$ cat src/rtl/state_pkg.sv
// Shared definitions for the state enable generator.
//   state_e       : FSM encoding (value 3 is illegal and recovers to IDLE)
//   STATE_DEF_DIV : divider value loaded at reset
package state_pkg;

    typedef enum logic [1:0] {
        ST_IDLE = 2'd0,
        ST_RUN  = 2'd1,
        ST_STEP = 2'd2
    } state_e;

    localparam int unsigned STATE_DEF_DIV = 100;

endpackage

$ cat src/rtl/state_en_div.sv
// Prescale counter, divider register and terminal-count compare.
//   i_clk    : system clock
//   i_rst    : synchronous active-high reset (cnt=0, div=DEF_DIV)
//   i_clr    : clear counter this edge; otherwise the counter advances
//   i_div_ld : load i_div into the divider register
//   i_div    : divide ratio (0 behaves as 1)
//   o_term   : counter has reached (or passed) div_eff-1
module state_en_div
    import state_pkg::*;
#(
    parameter int unsigned DIV_W   = 16,
    parameter int unsigned DEF_DIV = STATE_DEF_DIV
) (
    input  logic             i_clk,
    input  logic             i_rst,
    input  logic             i_clr,
    input  logic             i_div_ld,
    input  logic [DIV_W-1:0] i_div,
    output logic             o_term
);

    logic [DIV_W-1:0] cnt_q, cnt_d;
    logic [DIV_W-1:0] div_q, div_d;
    logic [DIV_W-1:0] last_cnt;

    always_comb begin
        // div==0 is treated as 1, so the last count is 0 in both cases.
        last_cnt = (div_q == '0) ? '0 : div_q - DIV_W'(1);
        // >= keeps terminating if the divider shrinks below the current count.
        o_term   = (cnt_q >= last_cnt);
        cnt_d    = i_clr ? '0 : cnt_q + DIV_W'(1);
        div_d    = i_div_ld ? i_div : div_q;
    end

    always_ff @(posedge i_clk) begin
        if (i_rst) begin
            cnt_q <= '0;
            div_q <= DIV_W'(DEF_DIV);
        end else begin
            cnt_q <= cnt_d;
            div_q <= div_d;
        end
    end

endmodule

$ cat src/rtl/state_en_gen.sv
// Enable generator pacing the 4-bit state sequencer.
//   i_clk       : system clock
//   i_rst       : synchronous active-high reset
//   i_run       : level, free-run enables while high
//   i_step      : single-step request, sampled only in IDLE
//   i_div_ld    : load strobe for i_div
//   i_div       : divide ratio (0 behaves as 1)
//   o_en        : registered enable pulse to the sequencer
//   o_busy      : FSM not in IDLE
//   o_step_done : one-cycle pulse alongside the single-step enable
//   o_tick_cnt  : wrapping count of issued enables
module state_en_gen
    import state_pkg::*;
#(
    parameter int unsigned DIV_W   = 16,
    parameter int unsigned DEF_DIV = STATE_DEF_DIV,
    parameter int unsigned CNT_W   = 8
) (
    input  logic             i_clk,
    input  logic             i_rst,
    input  logic             i_run,
    input  logic             i_step,
    input  logic             i_div_ld,
    input  logic [DIV_W-1:0] i_div,
    output logic             o_en,
    output logic             o_busy,
    output logic             o_step_done,
    output logic [CNT_W-1:0] o_tick_cnt
);

    state_e           state_q;
    logic             en_q;
    logic             done_q;
    logic [CNT_W-1:0] tick_q;
    logic             term;
    logic             clr;

    state_en_div #(
        .DIV_W   (DIV_W),
        .DEF_DIV (DEF_DIV)
    ) u_div (
        .i_clk    (i_clk),
        .i_rst    (i_rst),
        .i_clr    (clr),
        .i_div_ld (i_div_ld),
        .i_div    (i_div),
        .o_term   (term)
    );

    // Counter advances only while an active state keeps counting; a run drop
    // or terminal count restarts it, and IDLE holds it at zero.
    always_comb begin
        clr = 1'b1;
        case (state_q)
            ST_RUN:  clr = !i_run || term;
            ST_STEP: clr = term;
            default: clr = 1'b1;
        endcase
    end

    always_ff @(posedge i_clk) begin
        if (i_rst) begin
            state_q <= ST_IDLE;
            en_q    <= 1'b0;
            done_q  <= 1'b0;
            tick_q  <= '0;
        end else begin
            en_q   <= 1'b0;
            done_q <= 1'b0;
            case (state_q)
                ST_IDLE: begin
                    if (i_run)       state_q <= ST_RUN;
                    else if (i_step) state_q <= ST_STEP;
                end
                ST_RUN: begin
                    if (!i_run) begin
                        state_q <= ST_IDLE;
                    end else if (term) begin
                        en_q   <= 1'b1;
                        tick_q <= tick_q + CNT_W'(1);
                    end
                end
                ST_STEP: begin
                    if (term) begin
                        en_q    <= 1'b1;
                        done_q  <= 1'b1;
                        tick_q  <= tick_q + CNT_W'(1);
                        state_q <= ST_IDLE;
                    end
                end
                default: state_q <= ST_IDLE;
            endcase
        end
    end

    assign o_en        = en_q;
    assign o_step_done = done_q;
    assign o_tick_cnt  = tick_q;
    assign o_busy      = (state_q != ST_IDLE);

endmodule

$ cat config.mk
export PLATFORM = sky130hd
export DESIGN_NAME = state_en_gen
export DESIGN_NICKNAME = d
export VERILOG_FILES = /design/src/rtl/state_pkg.sv /design/src/rtl/state_en_div.sv /design/src/rtl/state_en_gen.sv
export SDC_FILE = /design/constraint.sdc
export NUM_CORES = 1
export LEC_CHECK = 0
export ABC_AREA = 1
export BUFFER_PORTS_ARGS = -buffer_cell sky130_fd_sc_hd__buf_2
export CAP_MARGIN = 30
export CORE_MARGIN = 1.5
export CORE_UTILIZATION = 59
export CTS_CLUSTER_DIAMETER = 60
export DETAILED_ROUTE_END_ITERATION = 7
export MAX_ROUTING_LAYER = met4
export PLACE_DENSITY = 0.85
export SYNTH_ARGS = -nofsm -noshare
export SYNTH_HDL_FRONTEND = slang
export SYNTH_HIERARCHICAL = 1
export SYNTH_SLANG_ARGS = --single-unit
$ cat constraint.sdc
create_clock -name i_clk -period 3.64 [get_ports i_clk]
set_clock_uncertainty 0.2 [all_clocks]
set_input_delay 0.364 -clock i_clk [delete_from_list [all_inputs] [get_ports i_clk]]
set_output_delay 0.364 -clock i_clk [all_outputs]
set_load 0.01 [all_outputs]
==> impl_metrics.json <==
{
  "wire_per_inst_um": 11.35,
  "ioPinCount": 32,
  "synthTopCellsByArea": "dfxtp_1, nand2_1, ha_1",
  "required_ns": 3.69,
  "fin_crit_sh": 0.8893,
  "fin_crit_ns": 3.237,
  "min_to": "u_div/div_q[5]$_SDFFE_PP1P_",
  "p_switching_mw": 0.2858,
  "drtAntennaViolNets": 0,
  "syn_avg_cell_area_um2": 6.648,
  "grt.total_usage": 0.2490,
  "ctsHoldBuffers": 0,
  "sw_frac_of_total": 0.2724,
  "root_buffer": "clkbuf_8",
  "fmax_ghz": 0.3089,
  "irDropWorstVdd_uv": 204.4,
  "ys_seq_elements": 44,
  "drt_iter0_markers": 209,
  "drcViolationCount": 0,
  "multi_input_area_mm2": 0.001687,
  "syn_nets": 466,
  "dp_cells": 501,
  "drv_slew": 0,
  "htree_levels": 2,
  "drv_cap": 0,
  "regArea_um2": 880.8,
  "synthCells": 421,
  "post-dp-hpwl_um": 4559,
  "postSynth.asyncResetShare": 0,
  "die_area_mm2": 0.005166,
  "drive_gt1_frac": 0.1597,
  "numCtsBuffers": 5,
  "gp_congestion": 0.8630,
  "grt_pass1_wl_um": 10040,
  "grt_overflow": 0,
  "final_cell_mix": "nand2_1, nor2_1, inv_1, dfxtp_1, nand3_1",
  "p_leak_nw": 1.380,
  "syn_to_final_growth_pct": 11.13,
  "start_util": 0.6298,
  "final_cell_count_no_fill": 509,
  "crit_type": "reg -> reg",
  "hold_violations": 0,
  "cp_data_arrival_time_ns": 3.29,
  "io_buffers": 31,
  "p_clk_frac": 0.356,
  "pwr-share-seq": 0.491,
  "hold_class": "in -> reg",
  "dieHeight_um": 71.88,
  "grt_setup_unrepaired": "no",
  "row_count": 24,
  "core-area_mm2": 0.004444,
  "timing.hold.ws_ns": 0.06948,
  "antenna_found_initial": 0,
  "clk_latency_ns": 0.31,
  "cts_sinks": 44,
  "vias": 2663,
  "startpoint_type": "flip-flop",
  "synth_top_cell_area_share": 0.3147,
  "worst_path_max_delay_cell": "dfxtp_1",
  "r2r_cells": 22,
  "synth-edff-count": 0,
  "cts_tree": "built",
  "cts-resized-gates": 0,
  "status": "complete, no violations",
  "synth_top_area_cell": "dfxtp_1",
  "diodes": 0,
  "synth_flop_cell": "dfxtp_1",
  "max_stage_delay_ns": 0.37,
  "grt_max_degree": 26,
  "synthDistinctLibCells": 34,
  "nets": 501,
  "min_from": "i_div[5]",
  "yosys_warnings": 6,
  "share_comb_of_total_power": 0.153,
  "viasPerCell": 5.232,
  "drt_wl_total_um": 5779,
  "fin_setup_tns_ns": 0,
  "r2r_end": "u_div/cnt_q[4]$_SDFF_PP0_",
  "clk_path_buf_depth": 2,
  "path_clk_slew_ns": 0.09,
  "postCtsSetupRepairBufs": 0,
  "critical_path.most_common_cell": "nand2_1",
  "nFillCells": 366,
  "ys_seq_area_frac": 0.3147,
  "crit_chain": "inv_1 > ha_1 > nand2_1 > inv_2 > nand2_1 > inv_2 > or2_2 > nand3_1 > ha_1 > nand2_1 > nor2_1 > nor2_1 > nand2_1 > nand2_1 > nand3_1 > nand2_1 > nand4_1 > nor2_1 > buf_4 > inv_2 > a21oi_1 > o21a_1",
  "chipWidth_um": 71.88,
  "internal_power_mw": 0.7635,
  "worstHoldPathCells": 3,
  "tightest_slew_ns": 0.5882,
  "r2r_start": "u_div/div_q[0]$_SDFFE_PP0P_",
  "final_common_cell": "nand2_1",
  "relSlewSlack": 0.6075,
  "setup_viol": 0,
  "grt_pass1_vias": 2375,
  "power_density_mw_per_mm2": 337.3,
  "cp-end-kind": "flip-flop",
  "syn_area_mm2": 0.002799,
  "crit_fanout": 10,
  "reg2reg_setup_slack_ns": 0.40,
  "power_mw": 1.049,
  "dr.pass1.iters": 5
}
logic make-up (layout without fill, tap and decap cells):
family | after synthesis | after routing | synth area share
AO/OA/AOI/OAI | 61 | 61 | 0.1167
XOR/XNOR | 3 | 3 | 0.009389
AND/OR/NAND/NOR | 231 | 231 | 0.3692
buffers and inverters | 58 | 94 | 0.08270
adder cells (fa/ha/maj) | 24 | 24 | 0.1073
flip-flops | 44 | 44 | 0.3147
through the flow:
step	cell area, um^2	worst slack [ns]	utilization
final	3110	0.4028	0.6999
after global routing	3110	0.08659	0.6999
after CTS	3110	0.4086	0.6999
after detailed placement	3003	0.4273	0.6757
after global placement	3003	0.5163	0.6757
after floorplan	2799	0.6640	-
how the worst max path moves through the flow:
stage	endpoint	cells past startpoint	slack, ns	start
2_1_floorplan	u_div/cnt_q[4]$_SDFF_PP0_	21	0.66	u_div/div_q[0]$_SDFFE_PP0P_
3_3_place_gp	u_div/cnt_q[4]$_SDFF_PP0_	22	0.52	u_div/div_q[0]$_SDFFE_PP0P_
3_5_place_dp	u_div/cnt_q[4]$_SDFF_PP0_	22	0.43	u_div/div_q[0]$_SDFFE_PP0P_
4_1_cts	u_div/cnt_q[4]$_SDFF_PP0_	22	0.41	u_div/div_q[0]$_SDFFE_PP0P_
5_1_grt	u_div/cnt_q[4]$_SDFF_PP0_	22	0.09	u_div/div_q[0]$_SDFFE_PP0P_
6_report	u_div/cnt_q[4]$_SDFF_PP0_	22	0.40	u_div/div_q[0]$_SDFFE_PP0P_
synth_stat cells (2+ instances only):
| cell type | n |
|---|---|
| nand2_1 | 94 |
| xor2_1 | 2 |
| or2_2 | 2 |
| inv_2 | 5 |
| nand4_1 | 7 |
| nor3_1 | 5 |
| nor2_2 | 10 |
| nor2_1 | 62 |
| nand2_2 | 8 |
| clkbuf_1 | 2 |
| ha_1 | 24 |
| a21oi_2 | 2 |
| dfxtp_1 | 44 |
| nand3_1 | 35 |
| o21ai_0 | 22 |
| a21oi_1 | 30 |
| inv_1 | 47 |
| o21a_1 | 2 |
| nor2_4 | 3 |
registers in the layout (all words and copies together), names as in the netlist:
name	cells
o_en	1
o_step_done	1
o_tick_cnt	8
state_q	2
u_div/cnt_q	16
u_div/div_q	16
worst max-delay path, delay by kind of cell, from the launching register on:
family | cells | cell delay [ns]
AO/OA/AOI/OAI | 2 | 0.25
buffers and inverters | 5 | 0.49
adder cells (fa/ha/maj) | 2 | 0.50
AND/OR/NAND/NOR | 13 | 1.38
flip-flops | 1 | 0.37
power groups by stage:
stage | combinational [mW] | clock (mW) | sequential (mW)
floorplan | 0.117 | 0 | 0.522
global placement | 0.154 | 0 | 0.526
detailed placement | 0.160 | 0 | 0.527
CTS | 0.161 | 0.379 | 0.515
global route | 0.188 | 0.405 | 0.518
finish | 0.160 | 0.374 | 0.515
routing by layer:
metal,track usage,vias up,wire [um]
met2,0.4002,57,2685
met5,-,-,0
met4,0.06918,0,59
met3,0.05063,5,221
met1,0.3188,1171,2812
li1,-,1430,-
area by class of cell:
type,instances,area share
Clock inverter,2,0.01126
Tap cell,52,0.02092
Multi-Input combinational cell,319,0.5422
Inverter,54,0.06677
Timing Repair Buffer,32,0.05229
Clock buffer,6,0.02333
Sequential cell,44,0.2832
No activity file was read; power rests on OpenSTA's default activity.
